===== src/rtl/uart_rx_oversample.sv =====
// uart_rx_oversample -- 8-bit asynchronous serial receiver, 16x oversampled.
//
// The rx line is synchronised, and the start bit is confirmed at mid-bit.
// Each following bit is then sampled 16 oversample ticks later, which is
// again mid-bit. Framing is 8N1 by default.
// Optional build macro: UART_RX_PARITY_EN inserts one even-parity bit
// between the data bits and the stop bit. The port list is the same in
// both builds.
//
// Ports
//   CLK        in   system clock, rising edge
//   rst        in   synchronous active-high reset
//   EnClk      in   one-CLK-wide tick at 16x baud; the FSM advances only on it
//   rx         in   asynchronous serial line, idle high
//   ready_clr  in   single-cycle acknowledge of the held byte
//   rdout      out  [7:0] last received byte
//   ready      out  rdout holds an unacknowledged byte
//   frame_err  out  sticky: a stop bit was sampled low
//   overrun    out  sticky: a byte completed while ready was already high
//   parity_err out  sticky: parity mismatch (always 0 without the macro)
//   busy       out  FSM is not in IDLE
//   state_dbg  out  [2:0] current FSM state encoding
//
// Handshake: ready rises one CLK after the tick that samples a good stop bit.
// It stays high until a ready_clr pulse is seen. ready_clr also clears all
// sticky flags in the next cycle. A byte that completes in the same cycle as
// ready_clr takes priority: ready stays high and overrun is not raised.
module uart_rx_oversample #(
  parameter int SYNC_STAGES = 2  // legal 2..3
) (
  input  logic       CLK,
  input  logic       rst,
  input  logic       EnClk,
  input  logic       rx,
  input  logic       ready_clr,
  output logic [7:0] rdout,
  output logic       ready,
  output logic       frame_err,
  output logic       overrun,
  output logic       parity_err,
  output logic       busy,
  output logic [2:0] state_dbg
);

  typedef enum logic [2:0] {
    IDLE   = 3'd0,
    START  = 3'd1,
    DATA   = 3'd2,
    PARITY = 3'd3,
    STOP   = 3'd4
  } state_t;

  state_t     state, state_n;
  logic [3:0] tick_cnt, tick_n;
  logic [2:0] bit_idx, idx_n;
  logic [7:0] shreg;
  logic       shift_en;
  logic       stop_ok;
  logic       stop_bad;

  // Synchroniser: resets to the idle level so that a reset is never
  // mistaken for a start bit.
  logic [SYNC_STAGES-1:0] sync_q;
  logic                   rx_s;

  always_ff @(posedge CLK) begin
    if (rst) sync_q <= '1;
    else     sync_q <= {sync_q[SYNC_STAGES-2:0], rx};
  end

  assign rx_s = sync_q[SYNC_STAGES-1];

`ifdef UART_RX_PARITY_EN
  localparam state_t AFTER_DATA = PARITY;
  logic par_en;
`else
  localparam state_t AFTER_DATA = STOP;
`endif

  // FSM state register, together with the tick counter and bit index.
  always_ff @(posedge CLK) begin
    if (rst) begin
      state    <= IDLE;
      tick_cnt <= 4'd0;
      bit_idx  <= 3'd0;
    end else begin
      state    <= state_n;
      tick_cnt <= tick_n;
      bit_idx  <= idx_n;
    end
  end

  // Next state logic. Nothing moves unless EnClk is high.
  always_comb begin
    state_n  = state;
    tick_n   = tick_cnt;
    idx_n    = bit_idx;
    shift_en = 1'b0;
    stop_ok  = 1'b0;
    stop_bad = 1'b0;
`ifdef UART_RX_PARITY_EN
    par_en   = 1'b0;
`endif
    if (EnClk) begin
      case (state)
        IDLE: begin
          if (!rx_s) begin
            state_n = START;
            tick_n  = 4'd0;
          end
        end
        START: begin
          // The 8th tick is the middle of the start bit. A line that is
          // high again here was a glitch, so drop it silently.
          if (tick_cnt == 4'd7) begin
            tick_n  = 4'd0;
            state_n = rx_s ? IDLE : DATA;
          end else begin
            tick_n = tick_cnt + 4'd1;
          end
        end
        DATA: begin
          tick_n = tick_cnt + 4'd1;  // wraps to 0 after the 16th tick
          if (tick_cnt == 4'd15) begin
            shift_en = 1'b1;
            idx_n    = bit_idx + 3'd1;  // wraps to 0 after bit 7
            if (bit_idx == 3'd7) state_n = AFTER_DATA;
          end
        end
        PARITY: begin
`ifdef UART_RX_PARITY_EN
          tick_n = tick_cnt + 4'd1;
          if (tick_cnt == 4'd15) begin
            par_en  = 1'b1;
            state_n = STOP;
          end
`else
          state_n = IDLE;
`endif
        end
        STOP: begin
          tick_n = tick_cnt + 4'd1;
          if (tick_cnt == 4'd15) begin
            stop_ok  = rx_s;
            stop_bad = !rx_s;
            state_n  = IDLE;
          end
        end
        default: begin
          state_n = IDLE;
          tick_n  = 4'd0;
          idx_n   = 3'd0;
        end
      endcase
    end
  end

  // Datapath and status flags. A set in the same cycle as ready_clr wins,
  // because the set assignments come after the clear.
  always_ff @(posedge CLK) begin
    if (rst) begin
      shreg     <= 8'h00;
      rdout     <= 8'h00;
      ready     <= 1'b0;
      frame_err <= 1'b0;
      overrun   <= 1'b0;
    end else begin
      if (shift_en) shreg <= {rx_s, shreg[7:1]};  // LSB arrives first
      if (ready_clr) begin
        ready     <= 1'b0;
        frame_err <= 1'b0;
        overrun   <= 1'b0;
      end
      if (stop_ok) begin
        rdout <= shreg;
        ready <= 1'b1;
        if (ready && !ready_clr) overrun <= 1'b1;
      end
      if (stop_bad) frame_err <= 1'b1;
    end
  end

`ifdef UART_RX_PARITY_EN
  logic par_bit;

  // Parity is judged when the frame ends, whatever the stop bit was.
  // Data bits XOR the parity bit must be 0 for even parity.
  always_ff @(posedge CLK) begin
    if (rst) begin
      par_bit    <= 1'b0;
      parity_err <= 1'b0;
    end else begin
      if (par_en) par_bit <= rx_s;
      if (ready_clr) parity_err <= 1'b0;
      if ((stop_ok || stop_bad) && (par_bit != ^shreg)) parity_err <= 1'b1;
    end
  end
`else
  assign parity_err = 1'b0;
`endif

  assign busy      = (state != IDLE);
  assign state_dbg = state;

endmodule


===== config.mk =====
export PLATFORM = sky130hd
export DESIGN_NAME = uart_rx_oversample
export DESIGN_NICKNAME = d
export VERILOG_FILES = /design/src/rtl/uart_rx_oversample.sv
export SDC_FILE = /design/constraint.sdc
export NUM_CORES = 1
export LEC_CHECK = 0
export CAP_MARGIN = 25
export CORE_AREA = 4 4 57 59
export DETAILED_ROUTE_END_ITERATION = 16
export DIE_AREA = 0 0 61 63
export PLACE_DENSITY = 0.8
export SLEW_MARGIN = 15
export SYNTH_ARGS = -nofsm -noshare
export SYNTH_HDL_FRONTEND = slang
export SYNTH_SLANG_ARGS = --single-unit

===== constraint.sdc =====
create_clock -name CLK -period 3.55 [get_ports CLK]
set_input_delay 1.065 -clock CLK [delete_from_list [all_inputs] [get_ports CLK]]
set_output_delay 1.065 -clock CLK [all_outputs]
set_load 0.005 [all_outputs]

After elaboration in Yosys (flattened, before gate mapping) --
Index checks and enable logic that the tools add are counted.
Word-level totals: flip-flop bits (word level) 31, latch bits 0, memory bits (writable) 0, bits in read-only memories 0, output and inout bits 16, logic and storage cells 64, memories kept 0
Cells by class: $add $sub $neg 2, multipliers 0, divide/modulo/power cells 0, $lt $le $gt $ge 0, equality and inequality tests 12, shift-type cells 0, multiplexer cells 27, bitwise operators 2, reductions and logical operators 12
Operator list (count):
- $mux W3 | 6
- $pmux W4 S4 | 1
- $mux W1 | 15
- $pmux W3 S4 | 1
- $ne A2 B2 Y1 const B | 5
- $mux W4 | 2
- $eq A3 B2 Y1 const B | 2
- $eq A3 B3 Y1 const B | 2
- $pmux W3 S2 | 1
- $reduce_and A3 Y1 | 2
- $reduce_and A6 Y1 | 1
- $add A4 B1 Y4 const B | 1
- $eq A4 B3 Y1 const B | 1
- $eq A4 B4 Y1 const B | 1
- $reduce_bool A2 Y1 | 2
- $reduce_or A4 Y1 | 1
- $add A3 B1 Y3 const B | 1
- $eq A3 B1 Y1 const B | 1
- $logic_not A3 Y1 | 1
- $reduce_bool A3 Y1 | 1
- $logic_not A1 Y1 | 2
- $mux W2 | 1
- $not A1 Y1 | 2
- $reduce_or A2 Y1 | 1
- $logic_and A1 B1 Y1 | 1

Longest topological paths before layout --
depth after elaboration 5, mapped depth 7, mapped depth without buffers 5

Least setup slack after synthesis --
OpenSTA, ideal clock, no wires.
path type register -> output, start point register state[2], in the netlist state_dbg[2], end point output busy, arrival 0.864 ns, data required time 2.485 ns, setup slack 1.621 ns, cell stages (with the launch flop) 3, path buffers 1, cells stage by stage dfxtp_1 > clkbuf_8 > or3_1
Between the ends: cells in the longest elaborated chain, start to end 1
RTL lines:
- start: declaration | RTL line 53 | state_t state, state_n;
- start signal: assignment | RTL line 87 | state <= state_n;
- $reduce_bool A3 Y1 | RTL line 202 | assign busy = (state != IDLE);
- end: declaration | RTL line 41 | output logic busy,
Every way passes these cells.

Worst setup path after layout --
Ends and elaborated chain as after synthesis.

==> results.txt <==
The reg2reg setup slack is 1.63 ns. The number of buffers inserted by post-CTS setup repair came out at 0. The global placement routability congestion came out at ~0.8. The number of core rows is 19. The type of the setup path with the least slack is reg -> out. Counting along the longest clock path gives a buffer depth of 2. After detailed routing, the total wire length is around 2600 um.

The die is 61 um wide. The final setup skew is 0.00853 ns. In this run the tightest slew margin relative to its limit is 66.4%. The count of placed standard cells in the final layout, fillers left out is roughly 200. The post-layout net count is approximately 170.

The mean number of vias per cell came out at 5.47. The analysis attributes to cell leakage a power of 0.676 nW. The number of nets still failing antenna checks after routing came out at 0. Dividing the detail-routed wire length by the instance count gives 13.5 um.

In this run the critical register-to-register path is captured at shreg[7]$_SDFFE_PP0P_. The synthesized area divided by synthesized cell count came out at 9.87 um^2. The number of cells after detailed placement came out at about 190. The utilization of the core after routing is about three fifths. For this run, the leading register cell type out of synthesis is dfxtp_1. OpenSTA, run right after detailed placement, puts the worst setup slack at 0.678 ns. The number of iterations in the first detailed-routing pass came out at 4. The final critical-path required period is 2.72 ns.

The post-CTS resize count is 0. The detailed placer's ending HPWL came out at 1860 um. In this run the most critical hold path is launched from sync_q[0]$_SDFF_PP1_. The length in cells of the worst reg-to-reg path came out at 5.

The number of pins with negative max-slew slack in the final report was 0. The distinct cell type count of the synthesized netlist came out at 42. The post-route netlist has 10.4% of its cells at a drive strength greater than 1. The count of flip-flops with a built-in enable after synthesis came out at 0. The post-synthesis register bit count is 31.

The CTS tree is built. The number of hold-repair buffers added at the cts stage is 0. The number of antenna violations at the first check in global routing came to 0.

During I/O placement, the number of pins put on the boundary was 21. The path class of the tightest hold or removal check is reg -> reg. During synthesis, Yosys emitted a total of 0 warnings. The path with the worst hold slack has its endpoint at sync_q[1]$_SDFF_PP1_.

In the synthesized netlist the async set-or-reset flop fraction comes to 0%. The number of vias in the routed layout came out at 1066. The number of clock buffers inserted by TritonCTS is 5. Max-cap violations in this run came to 0.

The H-tree generated during clock tree synthesis spans 2 levels. The synthesized cell area came out at around 1400 um^2. After detailed routing, the number of remaining DRC violations is 0. The number of antenna diodes in the final layout is 0. The data arrival at the endpoint of the critical path is 1.65 ns. The sequential share of the synthesized area is 43.4%. Setup violations remaining at the end of the flow were counted as 0. STA classifies the critical path startpoint as a register. Sorting the synthesized cells by how often they occur yields 31 x dfxtp_1, 22 x nor2_1, 21 x mux2i_1. In this run the worst path has a maximum fanout of 14.

STA classifies the critical path endpoint as a primary output. The root buffer cell chosen for the clock tree is clkbuf_4. The area of the core came out at 2710 um^2. The share of the clock period used by the worst path after layout came out at 76.5%. Power spread over the standard cell area amounts to 404 nW/um^2. The die covers 3840 um^2.

The post-synthesis instance total came out at 145. The final sum of negative setup slack came out at 0 ns. The worst-margin pin slew came out at 0.503 ns. The die is 63 um tall. The maximum achievable frequency came out at 368 MHz. Counting instances, the worst hold path has a depth of 1. The total congestion overflow is 0. The via count of the first global-routing pass came out at 1035. The wire length of the first global-routing pass is 4710 um. Once the floorplan was initialized, standard cells occupied between 50% and 60% of the core.

Input and output buffers added on the ports amount to 19. The total count of hold-check failures in the final report is 0. The worst register-to-register path begins at tick_cnt[0]$_SDFFE_PP0P_.

The largest net degree at the start of global routing came out at 18. The top-area cell type share of the netlist area came out at roughly 43%. For the worst-skew pair, the clock arrives at the later sink with an insertion delay of 0.32 ns. The number of clock sinks is 31.

The worst IR drop on VDD came out at between 0.3 and 0.4 mV. Global routing used 16.1% of the available tracks across all layers. The post-synthesis to final-layout area growth came out at 16.8%. Yosys attributes the largest share of cell area to dfxtp_1 43%, mux2i_1 15%, nor2_1 5.8%, clkbuf_8 3.8%, nand2_1 3.4%. Counting every net in the synthesized netlist gives 153. The flow ran to the end, and the final reports show no timing, DRC or antenna violations. The synthesized design spends more area on one cell type than any other, namely dfxtp_1. Among all cell types in the netlist, the one instantiated most often is dfxtp_1. The detailed router finished its first iteration with 70 violations. The final worst setup slack came out at 0.834 ns.

The clock transition at the registers of the reported paths is 0.10 ns. Data on the critical path is required at its endpoint by between 2 and 2.5 ns. Setup repair after global routing left no endpoint under its margin.
==> layer usage <==
metal  wire [um]  vias to the layer above  track usage, %
met5           0                        -               0
met4          41                        0            5.69
met3         147                        7            5.79
met2        1230                       22            24.3
met1        1210                      501            20.6
li1            -                      536               -
==> state kept, by name, indices dropped and copies added (netlist names) <==
signal,flops
bit_idx,3
state_dbg,3
frame_err,1
shreg,8
rdout,8
ready,1
overrun,1
sync_q,2
tick_cnt,4
==> worst max path at each step <==
| stage | from | endpoint | slack (ns) | cells after the start |
|---|---|---|---|---|
| floorplan | state_dbg[2]$_SDFFE_PP0P_ | busy | 1.62 | 2 |
| global route | state_dbg[2]$_SDFFE_PP0P_ | busy | 0.75 | 2 |
| CTS | state_dbg[2]$_SDFFE_PP0P_ | busy | 0.81 | 2 |
| global placement | EnClk | shreg[1]$_SDFFE_PP0P_ | 0.72 | 5 |
| finish | state_dbg[2]$_SDFFE_PP0P_ | busy | 0.83 | 2 |
| detailed placement | EnClk | shreg[1]$_SDFFE_PP0P_ | 0.68 | 5 |
==> cells by family after synthesis <==
| group | Yosys count | synth area share [%] |
|---|---|---|
| other cells | 1 | 0.262 |
| simple gates | 62 | 23.6 |
| compound gates | 12 | 6.47 |
| flops | 31 | 43.4 |
| mux | 21 | 14.7 |
| fa+ha+maj | 3 | 2.62 |
| xor+xnor | 4 | 2.45 |
| buf+inv | 11 | 6.56 |
==> report_power, final <==
part	internal [mW]	total (mW)	switching, mW	leakage (nW)
Clock	0.166	0.286	0.120	0.0482
Sequential	0.350	0.354	0.00418	0.250
Combinational	0.0176	0.0352	0.0176	0.378
Total	0.534	0.675	0.141	0.676
==> through the flow <==
stage | hold WS [ns] | total power [mW] | area [um^2]
2_1_floorplan | 0.389 | 0.387 | 1430
3_3_place_gp | 0.394 | 0.396 | 1590
3_5_place_dp | 0.400 | 0.397 | 1590
4_1_cts | 0.421 | 0.685 | 1670
5_1_grt | 0.441 | 0.708 | 1670
6_report | 0.418 | 0.675 | 1670
==> layout by cell type (no fill, tap or decap), types with 3 or more instances in the layout <==
master,instances
dfxtp_1,31
nand2_1,13
mux2i_1,21
xnor2_1,3
clkdlybuf4s50_1,19
ha_1,3
nor2_1,22
nand2b_1,4
clkbuf_4,5
==> layout make-up <==
cell class,count,area [um^2]
clock buffers,6,51.3
clock inverters,2,35.0
fillers,238,1040
inverters,1,3.75
multi-input cells,103,717
flip-flops and latches,31,621
well taps,31,38.8
repair buffers,21,205
==> critical path, stage by stage (launching register included) <==
cell,delay (ns)
dfxtp_1,0.46
or3_1,0.42
clkdlybuf4s50_1,0.45
Note: power is estimated with default switching activity, not from simulation.
